## config.mk

```make
export PLATFORM = sky130hd
export DESIGN_NAME = obb_impulse_scheduler
export DESIGN_NICKNAME = d
export VERILOG_FILES = /design/src/rtl/physics_pkg.sv /design/src/rtl/obb_impulse_scheduler_sat_add.sv /design/src/rtl/obb_impulse_scheduler.sv
export SDC_FILE = /design/constraint.sdc
export NUM_CORES = 1
export LEC_CHECK = 0
export BUFFER_PORTS_ARGS = -buffer_cell sky130_fd_sc_hd__buf_2
export CORE_MARGIN = 10
export CORE_UTILIZATION = 66
export DETAILED_ROUTE_END_ITERATION = 16
export GPL_ROUTABILITY_DRIVEN = 0
export PLACE_DENSITY = 0.95
export SYNTH_ARGS = -nofsm -noshare
export SYNTH_HDL_FRONTEND = slang
export SYNTH_SLANG_ARGS = --single-unit
```

## constraint.sdc

```tcl
create_clock -name Clk -period 6.6 [get_ports Clk]
set_clock_uncertainty 0.2 [all_clocks]
set_input_delay 0.33 -clock Clk [delete_from_list [all_inputs] [get_ports Clk]]
set_output_delay 0.33 -clock Clk [all_outputs]
set_load 0.01 [all_outputs]
```

## src/rtl/physics_pkg.sv

```systemverilog
// Shared definitions for the OBB impulse scheduler: field widths,
// drain FSM states, error-flag positions and the accumulator record.
package physics_pkg;

    localparam int IMP_W   = 24;
    localparam int NUDGE_W = 22;
    localparam int ROT_W   = 11;

    typedef enum logic [1:0] {
        ST_IDLE  = 2'd0,
        ST_DRAIN = 2'd1,
        ST_DONE  = 2'd2
    } state_t;

    // Bit positions of the sticky error flags.
    localparam int ERR_OVERRUN_BIT = 0;
    localparam int ERR_BAD_IDX_BIT = 1;
    localparam int ERR_W           = 2;

    typedef struct packed {
        logic signed [IMP_W-1:0]   imp_x;
        logic signed [IMP_W-1:0]   imp_y;
        logic signed [NUDGE_W-1:0] nudge_x;
        logic signed [NUDGE_W-1:0] nudge_y;
        logic signed [ROT_W-1:0]   rot;
    } impulse_t;

endpackage

```

## src/rtl/obb_impulse_scheduler_sat_add.sv

```systemverilog
// Signed adder used for each accumulated impulse field.
// With OBB_IMPULSE_SAT_EN defined the sum clamps to the signed range of W,
// otherwise it wraps modulo 2^W.
module sat_add #(
    parameter int W = 8
) (
    input  logic signed [W-1:0] a,
    input  logic signed [W-1:0] b,
    output logic signed [W-1:0] y
);

`ifdef OBB_IMPULSE_SAT_EN
    logic signed [W:0] wide;

    assign wide = {a[W-1], a} + {b[W-1], b};

    // Clamp when the carry-out disagrees with the sign bit.
    always_comb begin
        if (wide[W] != wide[W-1]) begin
            y = wide[W] ? {1'b1, {(W-1){1'b0}}} : {1'b0, {(W-1){1'b1}}};
        end else begin
            y = wide[W-1:0];
        end
    end
`else
    assign y = a + b;
`endif

endmodule

```

## src/rtl/obb_impulse_scheduler.sv

```systemverilog
// Per-body collision impulse accumulator and drain scheduler.
// Records are summed per body while idle; a frame tick drains one update
// command per body through a valid/ready handshake, then pulses frame_done.
// Build option: OBB_IMPULSE_SAT_EN selects saturating accumulation.
module obb_impulse_scheduler
    import physics_pkg::*;
#(
    parameter int NUM_OBB = 4,
    parameter int IDX_W   = 4
) (
    input  logic                      Clk,
    input  logic                      Reset_n,
    input  logic                      frame_tick,
    input  logic                      in_valid,
    output logic                      in_ready,
    input  logic [IDX_W-1:0]          in_idx,
    input  logic signed [IMP_W-1:0]   in_impulse_x,
    input  logic signed [IMP_W-1:0]   in_impulse_y,
    input  logic signed [NUDGE_W-1:0] in_nudge_x,
    input  logic signed [NUDGE_W-1:0] in_nudge_y,
    input  logic signed [ROT_W-1:0]   in_rot_impulse,
    output logic                      out_valid,
    input  logic                      out_ready,
    output logic [IDX_W-1:0]          out_idx,
    output logic                      impulse_en,
    output logic                      update_en,
    output logic signed [IMP_W-1:0]   impulse_x,
    output logic signed [IMP_W-1:0]   impulse_y,
    output logic signed [NUDGE_W-1:0] nudge_x,
    output logic signed [NUDGE_W-1:0] nudge_y,
    output logic signed [ROT_W-1:0]   rotational_impulse,
    output logic                      frame_done,
    output logic                      err_overrun,
    output logic                      err_bad_idx
);

    localparam int          SEL_W    = (NUM_OBB > 1) ? $clog2(NUM_OBB) : 1;
    localparam int unsigned NUM_U    = NUM_OBB;
    localparam logic [IDX_W-1:0] LAST_IDX = IDX_W'(NUM_OBB - 1);

    state_t               state;
    logic [IDX_W-1:0]     idx;
    logic [ERR_W-1:0]     err_flags;
    impulse_t             acc [NUM_OBB];
    logic [NUM_OBB-1:0]   hit;

    logic                 accept;
    logic                 in_range;
    logic                 handshake;
    logic [SEL_W-1:0]     in_sel;
    logic [SEL_W-1:0]     idx_sel;
    impulse_t             acc_sel;
    impulse_t             acc_sum;

    assign accept    = in_valid && in_ready;
    assign handshake = out_valid && out_ready;
    assign in_range  = 32'(in_idx) < NUM_U;
    assign in_sel    = in_idx[SEL_W-1:0];
    assign idx_sel   = idx[SEL_W-1:0];
    assign acc_sel   = in_range ? acc[in_sel] : '0;

    assign err_overrun = err_flags[ERR_OVERRUN_BIT];
    assign err_bad_idx = err_flags[ERR_BAD_IDX_BIT];

    sat_add #(.W(IMP_W))   u_add_imp_x   (.a(acc_sel.imp_x),   .b(in_impulse_x),   .y(acc_sum.imp_x));
    sat_add #(.W(IMP_W))   u_add_imp_y   (.a(acc_sel.imp_y),   .b(in_impulse_y),   .y(acc_sum.imp_y));
    sat_add #(.W(NUDGE_W)) u_add_nudge_x (.a(acc_sel.nudge_x), .b(in_nudge_x),     .y(acc_sum.nudge_x));
    sat_add #(.W(NUDGE_W)) u_add_nudge_y (.a(acc_sel.nudge_y), .b(in_nudge_y),     .y(acc_sum.nudge_y));
    sat_add #(.W(ROT_W))   u_add_rot     (.a(acc_sel.rot),     .b(in_rot_impulse), .y(acc_sum.rot));

    // Drain FSM: sequencing, handshake index, ready/valid/done and sticky errors.
    always_ff @(posedge Clk or negedge Reset_n) begin
        if (!Reset_n) begin
            state      <= ST_IDLE;
            idx        <= '0;
            out_valid  <= 1'b0;
            in_ready   <= 1'b0;
            frame_done <= 1'b0;
            err_flags  <= '0;
        end else begin
            frame_done <= 1'b0;
            if (accept && !in_range) begin
                err_flags[ERR_BAD_IDX_BIT] <= 1'b1;
            end
            case (state)
                ST_IDLE: begin
                    in_ready <= 1'b1;
                    if (frame_tick) begin
                        state     <= ST_DRAIN;
                        idx       <= '0;
                        out_valid <= 1'b1;
                        in_ready  <= 1'b0;
                    end
                end
                ST_DRAIN: begin
                    if (frame_tick) begin
                        err_flags[ERR_OVERRUN_BIT] <= 1'b1;
                    end
                    if (handshake) begin
                        if (idx == LAST_IDX) begin
                            state      <= ST_DONE;
                            idx        <= '0;
                            out_valid  <= 1'b0;
                            frame_done <= 1'b1;
                        end else begin
                            idx <= idx + IDX_W'(1);
                        end
                    end
                end
                ST_DONE: begin
                    if (frame_tick) begin
                        err_flags[ERR_OVERRUN_BIT] <= 1'b1;
                    end
                    state    <= ST_IDLE;
                    in_ready <= 1'b1;
                end
                default: begin
                    state     <= ST_IDLE;
                    out_valid <= 1'b0;
                end
            endcase
        end
    end

    // Per-body accumulators: add accepted records, clear on drain handshake.
    always_ff @(posedge Clk or negedge Reset_n) begin
        if (!Reset_n) begin
            for (int unsigned i = 0; i < NUM_U; i++) begin
                acc[i] <= '0;
            end
            hit <= '0;
        end else begin
            if (accept && in_range) begin
                acc[in_sel] <= acc_sum;
                hit[in_sel] <= 1'b1;
            end
            if (handshake) begin
                acc[idx_sel] <= '0;
                hit[idx_sel] <= 1'b0;
            end
        end
    end

    // Command outputs: the current body's accumulator while valid, else zero.
    always_comb begin
        out_idx            = idx;
        impulse_en         = 1'b0;
        update_en          = 1'b0;
        impulse_x          = '0;
        impulse_y          = '0;
        nudge_x            = '0;
        nudge_y            = '0;
        rotational_impulse = '0;
        if (out_valid) begin
            impulse_en         = hit[idx_sel];
            update_en          = 1'b1;
            impulse_x          = acc[idx_sel].imp_x;
            impulse_y          = acc[idx_sel].imp_y;
            nudge_x            = acc[idx_sel].nudge_x;
            nudge_y            = acc[idx_sel].nudge_y;
            rotational_impulse = acc[idx_sel].rot;
        end
    end

endmodule

```

==> run metrics <==
highest-delay cell along the critical path=sky130_fd_sc_hd__clkbuf_8; reported max-cap violation count=0; number of buffers created by CTS=46; via-per-instance ratio=7.191; Post-CTS Hold Fix Bufs=4; wire length of the first global-routing pass=142.8 mm; CTS resizes=0; Total Routing Usage GR=0.3560; predominant post-synthesis flop cell=sky130_fd_sc_hd__dfrtp_1; count of flip-flops with a built-in enable after synthesis=0; leakage power total=13.78 nW; number of synthesized register bits=427; share of the synthesized area in the top cell type=0.3832; share of cells above drive strength 1=0.1869; critical-path maximum fanout=53; final antenna-violating net count=0; Yosys Warn Count=0; required time reported for the critical path endpoint=6910 ps; post-route setup slack=2158 ps; GRT Residual Overflow=0; final period demand of the worst path=4442 ps; top cells by area in the synthesized netlist=sky130_fd_sc_hd__dfrtp_1 38%, sky130_fd_sc_hd__mux4_2 17%, sky130_fd_sc_hd__nand2_1 6.4%, sky130_fd_sc_hd__a21oi_1 6.3%, sky130_fd_sc_hd__ha_1 4.7%; area after detailed placement=29210 um^2; top cells by instance count after synthesis=476 x sky130_fd_sc_hd__nand2_1, 427 x sky130_fd_sc_hd__dfrtp_1, 352 x sky130_fd_sc_hd__a21oi_1, 261 x sky130_fd_sc_hd__nor2_1, 207 x sky130_fd_sc_hd__and2_1; post-DP HPWL=56.22 mm; drt wl/cell=25.50 um; via count of the first global-routing pass=26.74k; Max VDD drop=0.2371 mV; start-to-end type of the worst setup path=input pin to flip-flop; initial antenna violation count=2; actual transition at the worst max-transition pin=1119 ps; critical path data arrival time=4750 ps; most frequent cell after synthesis=sky130_fd_sc_hd__nand2_1; synthesized netlist net count=3154; remaining routing DRC violations=0; final-report hold violation count=0; number of standard cells in the final layout excluding fillers=3590; I/O pins=226; buffering stage count on the worst path with inverters included=2; Power per Cell Area=349.6 nW/um^2; Post-CTS Setup Bufs=0; DIE WIDTH=225.5 um; gate count after technology mapping=2932; first drt pass iteration count=6; via count=25.82k; delay of the slowest cell on the worst path=580 ps; row count=75; post-synthesis to final-layout area growth=10.45%; y dimension of the die=225.5 um; run status=finished clean; Worst Hold Class=input pin to flip-flop; ys async rst share=1.000; Sum Neg Setup Slack=0 ps; unrepaired setup endpoints after global routing=false; initial core utilization=0.6662; Worst-path clk slew=60 ps; Worst path top cell family by delay=compound AO/OA/AOI/OAI gates; syn_area_per_cell=9.509 um^2; clock root buffer=sky130_fd_sc_hd__clkbuf_16; worst slack at placement=1770 ps; Core Util, Final=0.7358; total clock sinks=427; placed cells=3506; dominant cell type by area after synthesis=sky130_fd_sc_hd__dfrtp_1; proportion of synthesized chip area in sequential cells=0.3832; relative slew slack=0.2542; insertion delay to the later sink of the worst-skew pair=610 ps; share of the cycle needed by the critical path after routing=0.6731; buffers from clock root to sink, at most=3; core region area=41850 um^2; number of nets at the end of the flow=3241; cells along the critical path=clkbuf_8 -> buf_4 -> mux4_2 -> and2_1 -> ha_1 -> nand4_1 -> nor3_1 -> o311ai_1 -> a31oi_1 -> o2111ai_1 -> a21oi_2 -> nor3_1 -> nor3_1; count of distinct cell types in the synthesized netlist=74; Final Hold Slack=27.00 ps; startpoint type of the worst setup path=input pin; Final Power=10.77 mW; post-detailed-routing wire length=91.56 mm; Port Buffers=225; f_max=225.1 MHz; pin count of the biggest net entering global routing=153; endpoint kind of the worst setup timing path=flip-flop; count of endpoints failing setup in the final report=0; cell with the most instances on the worst path=sky130_fd_sc_hd__nor3_1; area of the die=50870 um^2; level count of the clock H-tree=2; area of all placed cells without fillers=30800 um^2; max-slew violation count=0; CTS tree=yes; violation count after the first detailed-route iteration=3878; synthesized cell area=27880 um^2
-- worst min-delay path, stage by stage --
cell and delay, ps:
sky130_fd_sc_hd__buf_2 90, sky130_fd_sc_hd__ha_1 180, sky130_fd_sc_hd__nand2_1 70, sky130_fd_sc_hd__a21oi_1 120
-- path summary, 6_finish.rpt --
path	slack, ps	to	cells past startpoint	startpoint
worst max-delay path	2160	acc[205]$_DFF_PN0_	13	in_idx[0]
worst min-delay path	30	acc[217]$_DFF_PN0_	4	in_nudge_y[0]
worst max register to register	2470	acc[233]$_DFF_PN0_	12	acc[11]$_DFF_PN0_
worst min register to register	260	err_flags[0]$_DFFE_PN0P_	1	err_flags[0]$_DFFE_PN0P_
max in group asynchronous	4350	acc[60]$_DFF_PN0_	3	Reset_n
min in group asynchronous	240	acc[220]$_DFF_PN0_	2	Reset_n
-- layout make-up --
cell class | instances | area, um^2
Antenna cell | 2 | 5.005
Clock buffer | 67 | 1384
Clock inverter | 11 | 155.1
Fill cell | 2703 | 11060
Inverter | 38 | 142.6
Multi-Input combinational cell | 2246 | 16280
Sequential cell | 427 | 10700
Tap cell | 539 | 674.4
Timing Repair Buffer | 260 | 1458
-- cells in the final DEF (no fill, tap or decap), types with 31 or more instances in the layout --
master	count
sky130_fd_sc_hd__clkbuf_16	49
sky130_fd_sc_hd__mux4_2	205
sky130_fd_sc_hd__a21o_1	31
sky130_fd_sc_hd__nor2_1	259
sky130_fd_sc_hd__nand2_1	475
sky130_fd_sc_hd__and2_1	206
sky130_fd_sc_hd__dfrtp_1	424
sky130_fd_sc_hd__buf_2	222
sky130_fd_sc_hd__inv_1	38
sky130_fd_sc_hd__o21ai_0	123
sky130_fd_sc_hd__xor2_1	39
sky130_fd_sc_hd__ha_1	105
sky130_fd_sc_hd__a211oi_1	74
sky130_fd_sc_hd__xnor2_1	40
sky130_fd_sc_hd__a21oi_1	352
sky130_fd_sc_hd__nand3_1	84
-- power by group --
part	total, mW	leakage [nW]	switching, mW	internal, mW
Clock	2.71	0.763	1.12	1.60
Combinational	3.60	7.35	1.89	1.71
Sequential	4.45	5.67	0.882	3.57
Total	10.8	13.8	3.89	6.88
-- cells by family after synthesis --
kind of cell / count (synthesis) / share of synthesized area
AND/OR/NAND/NOR: 1125 / 0.1817
AO/OA/AOI/OAI: 718 / 0.1549
flip-flops: 427 / 0.3832
buffers and inverters: 259 / 0.03568
multiplexers: 214 / 0.1690
adder cells (fa/ha/maj): 110 / 0.05071
XOR/XNOR: 79 / 0.02482
-- metal layers --
layer	global-route usage	part of all wire
met5	0	0.000076
met4	0.2198	0.066
met3	0.1105	0.14
met2	0.5649	0.46
met1	0.4184	0.33
-- registers in the layout (all words and copies together) (netlist names) --
name,count
frame_done,1
in_ready,1
err_flags,2
out_valid,1
state,2
out_idx,4
acc,412
hit,4
Power figures use the tool's default switching activity.
